## src/rtl/ifu_fetch_pkg.sv

```systemverilog
// Shared types and constants for the instruction-fetch front end.
package ifu_fetch_pkg;

   localparam logic [31:0] NOP              = 32'h0000_0013;
   localparam logic [31:0] RESET_PC_DEFAULT = 32'h0000_0000;

   typedef struct packed {
      logic [31:0] inst;
      logic [31:0] pc;
      logic        misalign;
   } fetch_entry_t;

   function automatic fetch_entry_t empty_entry();
      return '{inst: NOP, pc: 32'h0, misalign: 1'b0};
   endfunction

endpackage

```

## src/rtl/ifu_fetch_buf.sv

```systemverilog
// Two-entry fetch output FIFO with flush; the head shows a NOP at pc 0 when empty.
// A flush in the same cycle as an enqueue leaves exactly that new entry.
module ifu_fetch_buf
   import ifu_fetch_pkg::*;
(
   input  logic         clk,
   input  logic         rst,
   input  logic         flush,
   input  logic         enq,
   input  fetch_entry_t enq_entry,
   input  logic         deq,
   output fetch_entry_t head,
   output logic [1:0]   count
);

   fetch_entry_t mem [2];
   logic         rd_ptr;
   logic         wr_ptr;

   always_ff @(posedge clk) begin
      if (rst) begin
         count  <= 2'd0;
         rd_ptr <= 1'b0;
         wr_ptr <= 1'b0;
      end else if (flush) begin
         count  <= {1'b0, enq};
         rd_ptr <= 1'b0;
         wr_ptr <= enq;
      end else begin
         if (enq) wr_ptr <= ~wr_ptr;
         if (deq) rd_ptr <= ~rd_ptr;
         count <= count + {1'b0, enq} - {1'b0, deq};
      end
   end

   always_ff @(posedge clk) begin
      if (enq) mem[flush ? 1'b0 : wr_ptr] <= enq_entry;
   end

   assign head = (count != 2'd0) ? mem[rd_ptr] : empty_entry();

endmodule

```

## src/rtl/ifu_fetch.sv

```systemverilog
// Fetch front end: PC generation, ROM addressing, credit-limited issue and redirect flush.
// Optional IFU_ALIGN_CHK_EN turns misaligned redirect targets into a single flagged NOP and halts fetch.
module ifu_fetch
   import ifu_fetch_pkg::*;
#(
   parameter int unsigned ADDR_W   = 9,
   parameter logic [31:0] RESET_PC = RESET_PC_DEFAULT,
   parameter int unsigned DEPTH    = 2
)(
   input  logic              clka,
   input  logic              rsta,
   output logic [ADDR_W-1:0] addra,
   input  logic [31:0]       douta,
   output logic [31:0]       inst_o,
   output logic [31:0]       inst_pc_o,
   output logic              inst_valid_o,
   input  logic              inst_ready_i,
`ifdef IFU_ALIGN_CHK_EN
   output logic              inst_misalign_o,
`endif
   input  logic              redirect_valid_i,
   input  logic [31:0]       redirect_pc_i
);

   logic [31:0]  pc_q;
   logic [31:0]  req_pc_q;
   logic         req_q;
   logic         halt_q;
   logic [1:0]   count;
   logic [2:0]   occ;
   logic         deq;
   logic         issue;
   logic         redirect;
   logic         misalign_redirect;
   logic [31:0]  target;
   logic         enq;
   fetch_entry_t enq_entry;
   fetch_entry_t head;

   assign redirect = redirect_valid_i & ~rsta;

`ifdef IFU_ALIGN_CHK_EN
   assign target            = redirect_pc_i;
   assign misalign_redirect = redirect & (redirect_pc_i[1:0] != 2'b00);
`else
   assign target            = redirect_pc_i & ~32'h3;
   assign misalign_redirect = 1'b0;
`endif

   assign inst_valid_o = (count != 2'd0);
   assign deq          = inst_valid_o & inst_ready_i;
   // Buffered plus in-flight entries after this cycle's dequeue must leave room for one more read.
   assign occ          = {1'b0, count} + {2'b0, req_q} - {2'b0, deq};
   assign issue        = (occ < 3'(DEPTH)) & ~halt_q;

   always_comb begin
      enq       = req_q & ~redirect;
      enq_entry = '{inst: douta, pc: req_pc_q, misalign: 1'b0};
      if (misalign_redirect) begin
         enq       = 1'b1;
         enq_entry = '{inst: NOP, pc: redirect_pc_i, misalign: 1'b1};
      end
   end

   always_comb begin
      if (rsta)          addra = RESET_PC[ADDR_W+1:2];
      else if (redirect) addra = target[ADDR_W+1:2];
      else               addra = pc_q[ADDR_W+1:2];
   end

   always_ff @(posedge clka) begin
      if (rsta) begin
         pc_q     <= RESET_PC;
         req_pc_q <= 32'h0;
         req_q    <= 1'b0;
         halt_q   <= 1'b0;
      end else if (redirect) begin
         if (misalign_redirect) begin
            req_q  <= 1'b0;
            halt_q <= 1'b1;
            pc_q   <= target;
         end else begin
            req_q    <= 1'b1;
            halt_q   <= 1'b0;
            req_pc_q <= target;
            pc_q     <= target + 32'd4;
         end
      end else if (issue) begin
         req_q    <= 1'b1;
         req_pc_q <= pc_q;
         pc_q     <= pc_q + 32'd4;
      end else begin
         req_q <= 1'b0;
      end
   end

   ifu_fetch_buf u_buf (
      .clk       (clka),
      .rst       (rsta),
      .flush     (redirect),
      .enq       (enq),
      .enq_entry (enq_entry),
      .deq       (deq),
      .head      (head),
      .count     (count)
   );

   assign inst_o    = head.inst;
   assign inst_pc_o = head.pc;

`ifdef IFU_ALIGN_CHK_EN
   assign inst_misalign_o = head.misalign;
`else
   logic unused_misalign;
   assign unused_misalign = head.misalign;
`endif

endmodule

```

## config.mk

```make
export PLATFORM = sky130hd
export DESIGN_NAME = ifu_fetch
export DESIGN_NICKNAME = d
export VERILOG_FILES = /design/src/rtl/ifu_fetch_pkg.sv /design/src/rtl/ifu_fetch_buf.sv /design/src/rtl/ifu_fetch.sv
export SDC_FILE = /design/constraint.sdc
export NUM_CORES = 1
export LEC_CHECK = 0
export ABC_CLOCK_PERIOD_IN_PS = 5900
export CORE_AREA = 10 10 232 146
export CTS_CLUSTER_SIZE = 30
export DETAILED_ROUTE_END_ITERATION = 12
export DIE_AREA = 0 0 242 156
export PLACE_DENSITY = 0.47
export SLEW_MARGIN = 20
export SYNTH_ARGS = -nofsm -noshare
export SYNTH_HDL_FRONTEND = slang
export SYNTH_SLANG_ARGS = --single-unit
```

## constraint.sdc

```tcl
create_clock -name clka -period 5.9 [get_ports clka]
set_clock_uncertainty 0.15 [all_clocks]
set_input_delay 1.18 -clock clka [delete_from_list [all_inputs] [get_ports clka]]
set_output_delay 1.18 -clock clka [all_outputs]
set_load 0.02 [all_outputs]
```

# [Word-level counts from Yosys, hierarchy flattened]
# Memory sizes are Yosys's and may differ from the RTL's. A register that Yosys moved wholly into a read port is not among the register bits.
# Cells that the tools add are included.
[word_totals] mem_count=1 out_inout_bits=74 reg_bits=69 ram_bits=128 input_bits=68 elab_cells=44
[classes] magnitude_cmp=1 add_sub_neg=6 n_reduce_logical=4 bitwise=7 muxes=17
[memory_table] name="u_buf.mem" depth=2 word_bits=64 read_ports=1 rd_clocked_by_memory_dff=1 wr=1 line_no="ifu_fetch_buf.sv:16" text="fetch_entry_t mem [2];"
[op_table] operator="$mux W32" n=4
[op_table] operator="$mux W65" n=1
[op_table] operator="$add A32 B3 Y32 const B" n=2
[op_table] operator="$mux W9" n=2
[op_table] operator="$mux W1" n=10
[op_table] operator="$reduce_bool A2 Y1" n=3
[op_table] operator="$not A1 Y1" n=4
[op_table] operator="$add A2 B1 Y3" n=1
[op_table] operator="$and A1 B1 Y1" n=3
[op_table] operator="$lt A3 B2 Y1 const B" n=1
[op_table] operator="$sub A3 B1 Y3" n=1
[op_table] operator="$add A2 B1 Y2" n=1
[op_table] operator="$reduce_or A2 Y1" n=1
[op_table] operator="$sub A2 B1 Y2" n=1

# [Longest topological paths before layout]
# Gate-level depths: netlist of the first run.
[depth] depth_word=7 mapped_depth=13 mapped_depth_nobuf=11

# [By module]
# From an unflattened synthesis of the first run, not the netlist that was laid out.
[unflattened] cells_unflattened=813 hier_area_um2=9018.6
[modules_own_cells] mod="ifu_fetch_buf" area_per_inst_um2=5128.7 cells_each=296 seq_area_each_um2=4003.8 instances=1
[modules_own_cells] mod="ifu_fetch" area_per_inst_um2=3890.0 cells_each=517 seq_area_each_um2=1221.2 instances=1

# [Least setup slack after synthesis of the first run]
# No wires, ideal clock.
[synth_timing] path_type="input-to-reg" start="in redirect_valid_i" end="mem u_buf.mem[0][10] (netlist bit), enable pin" t_required_ns=5.260 t_arrival_ns=4.885 slack_ns=0.375 cell_stages=7 path_buffers=4 path_cell_list="buf_6 > nand2b_2 > buf_6 > buf_6 > clkbuf_1 > and2_1 > nor2b_1"
[synth_between] elab_chain_len=5
[synth_lines] element="start, declared" line_no="ifu_fetch.sv:21" text="input logic redirect_valid_i,"
[synth_lines] element="$and A1 B1 Y1 (*)" line_no="ifu_fetch.sv:40" text="assign redirect = redirect_valid_i & ~rsta;"
[synth_lines] element="$not A1 Y1" line_no="ifu_fetch.sv:57" text="enq = req_q & ~redirect;"
[synth_lines] element="$and A1 B1 Y1" line_no="ifu_fetch.sv:57"
[synth_lines] element="$mux W1 (2 in a row)" line_no="ifu_fetch_buf.sv:37" text="if (enq) mem[flush ? 1'b0 : wr_ptr] <= enq_entry;"
[synth_lines] element="end, declared" line_no="ifu_fetch_buf.sv:16"
# Every way passes the cells marked *; elsewhere a longest branch is shown, timed or not.

# [Worst setup path in the final report of the first run]
[layout_timing] start="in redirect_valid_i" end="out addra[0]"
[layout_between] elab_chain_len=3
[layout_lines] element="$and A1 B1 Y1" line_no="ifu_fetch.sv:40"
[layout_lines] element="$mux W9" line_no="ifu_fetch.sv:67" text="else if (redirect) addra = target[ADDR_W+1:2];"
[layout_lines] element="$mux W9" line_no="ifu_fetch.sv:66" text="if (rsta) addra = RESET_PC[ADDR_W+1:2];"
[layout_lines] element="end, declared" line_no="ifu_fetch.sv:12" text="output logic [ADDR_W-1:0] addra,"
# Every way passes these cells.

==> flow_summary_export.csv, run 1 <==
group,metric,value,unit
placed_design,dp_hpwl,17600,um
placed_design,place_area,10600,sq um
clock_network,numClockSinks,190,
critical_path,critical_path.top_delay_family,"buffers and inverters",
cells_and_area,antennaDiodeCount,0,
yosys,synth_cells,801,
global_route,grt_pass1_wl,38600,um
sta,setup_viol,0,
critical_path,critPathArrivalTime,2.97,ns
cells_and_area,regArea,5050,sq um
critical_path,crit_chain,"buf_2 -> nor2b_4 -> mux2i_1 -> nor2_1 -> clkdlybuf4s50_1",
cells_and_area,fill_cells,2951,
sta,hold_viol,0,
global_route,grt_pass1_vias,6192,
yosys,synth_cell_type_count,59,
sta,slew_violations,0,
critical_path,slowest_stage,"clkdlybuf4s50_1",
die,fp.dieH,156,um
power_and_ir_drop,max-vdd-ir-drop,203,uV
power_and_ir_drop,power_leakage,0.00374,uW
cells_and_area,design_area,11200,sq um
cells_and_area,multi_input_area,3490,sq um
critical_path,critPathBufInv,2,
yosys,ys_ff_latch,190,
power_and_ir_drop,switchingPower,1050,uW
sta,slew_headroom,42.9,%
cells_and_area,finalNetCount,1002,
clock_network,clkLatencyLatePin,0.45,ns
detailed_routing,totalWireLength,24900,um
global_route,grt-ovfl-total,0,
die,num_rows,49,
status,outcome,"finished clean",
yosys,yosys_warnings,0,
critical_path,end_kind,"output port",
hold_path,hp-class,"reg -> reg",
cells_and_area,final_layout_size_suffix_gt1_share,8.39,%
detailed_routing,vias_per_cell,4.65,
yosys,syn_area,8760,sq um
cells_and_area,syn_to_final_growth,28.3,%
yosys,syn_area_per_cell,10.9,sq um
critical_path,worstSetupStartpointType,"primary input",
global_route,grt_usage,13.4,%
critical_path,crit_path_max_incr_delay,0.58,ns
power_and_ir_drop,p_seq_share,45.5,%
detailed_routing,post-route-drc-count,0,
yosys,synth_most_common_cell,"nor2_1",
clock_network,post_cts_resize_count,0,
global_route,grt_max_degree,61,
die,start_util,29.6,%
yosys,yosysTopAreaCell,"edfxtp_1",
sta,min_period,4.30,ns
critical_path,critical_path_class,"in -> out",
clock_network,cts_tree,"built",
power_and_ir_drop,power.total,3590,uW
power_and_ir_drop,pwr-share-clk,34.2,%
run,cap_violations,0,
yosys,ys_seq_area_share,57.6,%
power_and_ir_drop,p_sw_share,29.3,%
detailed_routing,routedWlPerCell,18.5,um
power_and_ir_drop,combPwrFrac,20.2,%
power_and_ir_drop,p_per_area,319,nW/um^2
yosys,synth_edf_count,124,
yosys,synth_top_area_share,42.5,%
global_route,antenna_found_initial,0,
detailed_routing,route.antenna.remaining_nets,0,
sta,rsz0062_at_grt,"false",
sta,totalNegativeSetupSlack,0,ns
die,io-pin-count,142,
clock_network,cts_hold_buf,0,
yosys,synth_commonest_cells,"nor2_1, edfxtp_1, nand2_1, mux2i_1, dfxtp_1",
placed_design,place_inst,1318,
die,coreArea,29600,sq um
yosys,synth_area_leaders,"edfxtp_1, dfxtp_1, mux2i_1",
clock_network,clk_path_buf_depth,2,
die,die_w,242,um
sta,period_share,72.9,%
clock_network,clk_pin_slew,0.07,ns
clock_network,numCtsBuffers,17,
critical_path,critPathRequiredTime,4.57,ns
sta,max_slew.worst_pin.slew,0.856,ns
clock_network,htree_num_levels,4,
clock_network,root_buffer,"clkbuf_16",
yosys,async_reset_ff_share,0,%
placed_design,gp_congestion,0.812,
yosys,ys.flop_type,"edfxtp_1",
die,dieArea,37800,sq um
placed_design,port_buffers,137,
critical_path,cp_max_fo,13,
clock_network,postCtsSetupBuffers,0,
power_and_ir_drop,internal_power,2540,uW
detailed_routing,drtIter0Drc,407,
cells_and_area,instances_no_fill,1350,
detailed_routing,via_count,6272,
sta,fmax,232,MHz
detailed_routing,drt-pass1-iter-count,5,
-- cell families (layout without fill, tap and decap cells) --
| group | after synthesis | after routing | synth area share (%) |
|---|---|---|---|
| adder cells (fa/ha/maj) | 5 | 5 | 0.800 |
| multiplexers | 103 | 103 | 12.2 |
| AO/OA/AOI/OAI | 94 | 94 | 6.54 |
| buffers and inverters | 56 | 196 | 2.87 |
| AND/OR/NAND/NOR | 311 | 311 | 15.8 |
| flip-flops | 190 | 190 | 57.6 |
| other | 1 | 2 | 0.0428 |
| XOR/XNOR | 41 | 41 | 4.10 |
-- stage by stage --
step	utilization [%]	setup slack, ns	hold slack, ns
6_report	38.0	1.60	0.307
5_1_grt	38.0	1.44	0.322
4_1_cts	38.0	1.58	0.312
3_5_place_dp	35.9	1.26	0.294
3_3_place_gp	35.9	1.30	0.290
2_1_floorplan	-	0.375	0.269
-- routing by layer --
layer	routed length [um]	global-route usage, %
met5	0	0
met4	186	3.37
met3	1150	3.37
met2	10300	19.3
met1	13300	19.3
-- power by group through the flow --
stage / clock network, uW / registers, uW / logic, uW
6_report: 1230 / 1630 / 726
5_1_grt: 1320 / 1650 / 801
4_1_cts: 1260 / 1630 / 741
3_5_place_dp: 0 / 1660 / 738
3_3_place_gp: 0 / 1660 / 737
2_1_floorplan: 0 / 1640 / 427
-- worst register-to-register path, delay by kind of cell (launching register included) --
family / cells / cell delay [ns]
xor gates and xnor gates: 1 / 0.17
DFF: 1 / 0.36
and+or+nand+nor: 6 / 1.28
AOI/OAI and AO/OA: 1 / 0.20
adders and majority gates: 2 / 0.78
buffers and inverters: 2 / 0.55
-- final timing paths --
kind	from	end	slack, ns	depth (start not counted)
max	redirect_valid_i	addra[0]	1.60	5
min	pc_q[30]	pc_q[30]	0.31	2
max reg2reg	u_buf.count[1]	pc_q[7]	2.33	12
min reg2reg	pc_q[30]	pc_q[30]	0.31	2
-- flip-flops by register name (all words and copies together) (netlist names), named ones only --
name          count
pc_q             30
req_pc_q         30
req_q             1
u_buf.count       2
u_buf.mem       124
u_buf.rd_ptr      1
u_buf.wr_ptr      1
-- layout make-up --
cell class / instances / area share, %
Clock inverter: 10 / 0.957
Sequential cell: 190 / 44.9
Timing Repair Buffer: 156 / 13.6
Multi-Input combinational cell: 556 / 31.0
Clock buffer: 22 / 4.70
Inverter: 8 / 0.267
Tap cell: 408 / 4.54
-- layout by cell type (no fill, tap or decap), drive strengths merged, types with 3 or more instances in the layout --
cell type / instances
a31oi: 4
nor2b: 7
dfxtp: 66
o22ai: 5
mux2: 6
a21oi: 52
edfxtp: 124
and2: 5
nor3: 16
nor4: 8
nor3b: 3
or4: 3
clkdlybuf4s50: 135
mux2i: 97
a211oi: 19
and3: 4
nand2: 106
xnor2: 22
o21ai: 4
nand4: 6
inv: 15
nand3: 9
nor2: 132
clkbuf: 22
buf: 21
ha: 4
xor2: 19
nand3b: 3
Note: power is estimated with default switching activity, not from simulation.
==> run 2, diff against run 1 <==
- ABC_CLOCK_PERIOD_IN_PS: 5900 -> 4000
- clock period: 5.9 -> 4 ns (I/O delays scaled with it)
==> run 2 against run 1 <==
  * Register-to-register slack worse by 1.3 ns
  * Routed wire length fell by 1.9%
  * Clock power grew 30%
  * Clock-buffer cell count fell by 1
  * First-iteration DRC count up 2.5%
  * Critical path type is now in -> reg
  * Critical endpoint is now pc_q[31]
  * Largest cell class unchanged
  * Largest power group unchanged
==> flow_summary_export.csv, run 2 (same netlist as run 1, synthesis figures left out) <==
group,metric,value,unit
cells_and_area,final_layout_size_suffix_gt1_share,8.82,%
detailed_routing,vias_per_cell,4.62,
sta,slew_headroom,50.1,%
power_and_ir_drop,p_per_area,454,nW/um^2
global_route,grt_use_met1,18.8,%
clock_network,root_buffer,"clkbuf_16",
global_route,grt_pass1_wl,38100,um
critical_path,critPathRequiredTime,4.15,ns
global_route,grt_usage,13.0,%
clock_network,htree_num_levels,4,
critical_path,end_kind,"flop",
detailed_routing,routedWlPerCell,18.0,um
global_route,grt-ovfl-total,0,
clock_network,clk_pin_slew,0.07,ns
clock_network,cts_tree,"built",
power_and_ir_drop,power_leakage,0.00376,uW
sta,slew_violations,0,
global_route,grt_busiest_layer,"met2",
die,num_rows,49,
sta,rsz0062_at_grt,"false",
die,coreArea,29600,sq um
global_route,gr-usage-met3,3.27,%
sta,min_period,3.42,ns
critical_path,critPathArrivalTime,3.57,ns
sta,max_slew.worst_pin.slew,0.728,ns
cells_and_area,syn_to_final_growth,29.0,%
clock_network,cts_hold_buf,0,
critical_path,critical_path_class,"in -> reg",
detailed_routing,via_count,6287,
clock_network,clkLatencyLatePin,0.44,ns
clock_network,postCtsSetupBuffers,0,
clock_network,numCtsBuffers,17,
cells_and_area,design_area,11300,sq um
hold_path,hp-class,"reg -> reg",
detailed_routing,totalWireLength,24500,um
detailed_routing,route.antenna.remaining_nets,0,
cells_and_area,fill_cells,2999,
clock_network,clk_path_buf_depth,2,
cells_and_area,finalCoreUtilization,38.2,%
die,start_util,29.6,%
die,dieArea,37800,sq um
global_route,antenna_found_initial,0,
placed_design,place_area,10800,sq um
global_route,grt_pass1_vias,6272,
clock_network,numClockSinks,190,
placed_design,gp_congestion,0.804,
global_route,grt_max_degree,63,
die,fp.dieH,156,um
placed_design,dp_hpwl,17600,um
status,outcome,"finished clean",
sta,holdWs,0.299,ns
cells_and_area,finalNetCount,1012,
cells_and_area,regMostFlops,"u_buf.mem",
power_and_ir_drop,max-vdd-ir-drop,226,uV
placed_design,port_buffers,137,
global_route,use_met2,19.1,%
critical_path,cp_max_fo,3,
cells_and_area,antennaDiodeCount,0,
critical_path,worstSetupStartpointType,"primary input",
sta,setup_viol,0,
sta,hold_viol,0,
sta,totalNegativeSetupSlack,0,ns
sta,fmax,292,MHz
cells_and_area,reg.largest.list,"u_buf.mem: 124 flops, pc_q: 30 flops, req_pc_q: 30 flops",
detailed_routing,post-route-drc-count,0,
clock_network,post_cts_resize_count,0,
run,cap_violations,0,
die,io-pin-count,142,
detailed_routing,drtIter0Drc,417,
detailed_routing,drt-pass1-iter-count,4,
cells_and_area,largest_reg_flops,124,
cells_and_area,layout_commonest_cell,"clkdlybuf4s50_1",
sta,period_share,85.5,%
cells_and_area,final_cell_mix,"clkdlybuf4s50_1, nor2_1, edfxtp_1",
die,die_w,242,um
run 2: power by group:
group | internal, uW | leakage [uW] | switching, uW | total [uW]
Sequential | 2310 | 0.00170 | 95.4 | 2400
Combinational | 457 | 0.00179 | 663 | 1120
Clock | 871 | 0.000261 | 732 | 1600
Total | 3640 | 0.00376 | 1490 | 5130
run 2: final timing paths:
kind         slack (ns)        to           start  cells past startpoint
min reg2reg        0.30  pc_q[30]        pc_q[30]                      2
min                0.30  pc_q[30]        pc_q[30]                      2
max                0.58  pc_q[31]    inst_ready_i                     10
max reg2reg        1.03  pc_q[31]  u_buf.count[1]                     10
run 2: final cells by class:
cell class	count	area (sq um)	share of cell area [%]
Clock buffer	21	450	3.99
Sequential cell	190	5050	44.7
Clock inverter	11	93.8	0.831
Tap cell	408	510	4.52
Inverter	8	30.0	0.266
Timing Repair Buffer	166	1680	14.9
Multi-Input combinational cell	556	3480	30.8
run 2: per-stage QoR:
step	total power [uW]	std cells	worst slack [ns]
after CTS	5220	1360	0.539
after detailed placement	3590	1328	0.156
after floorplan	3050	802	0.0502
after global routing	5410	1360	0.418
final	5130	1360	0.579
after global placement	3590	1328	0.122
run 2: worst max-delay path, stage by stage:
cell and delay (ns):
clkdlybuf4s50_1 0.51, nor2b_1 0.20, ha_1 0.27, nor2b_1 0.14, fa_1 0.45, nand2b_1 0.22, or3_1 0.45, o31a_1 0.25
nor3_1 0.21, a211oi_2 0.07
run 2: layer usage:
metal | vias to the layer above | part of all wire, %
li1 | 3099 | -
met1 | 3051 | 51
met2 | 123 | 43
met3 | 14 | 5.2
met4 | 0 | 0.78
met5 | - | 0
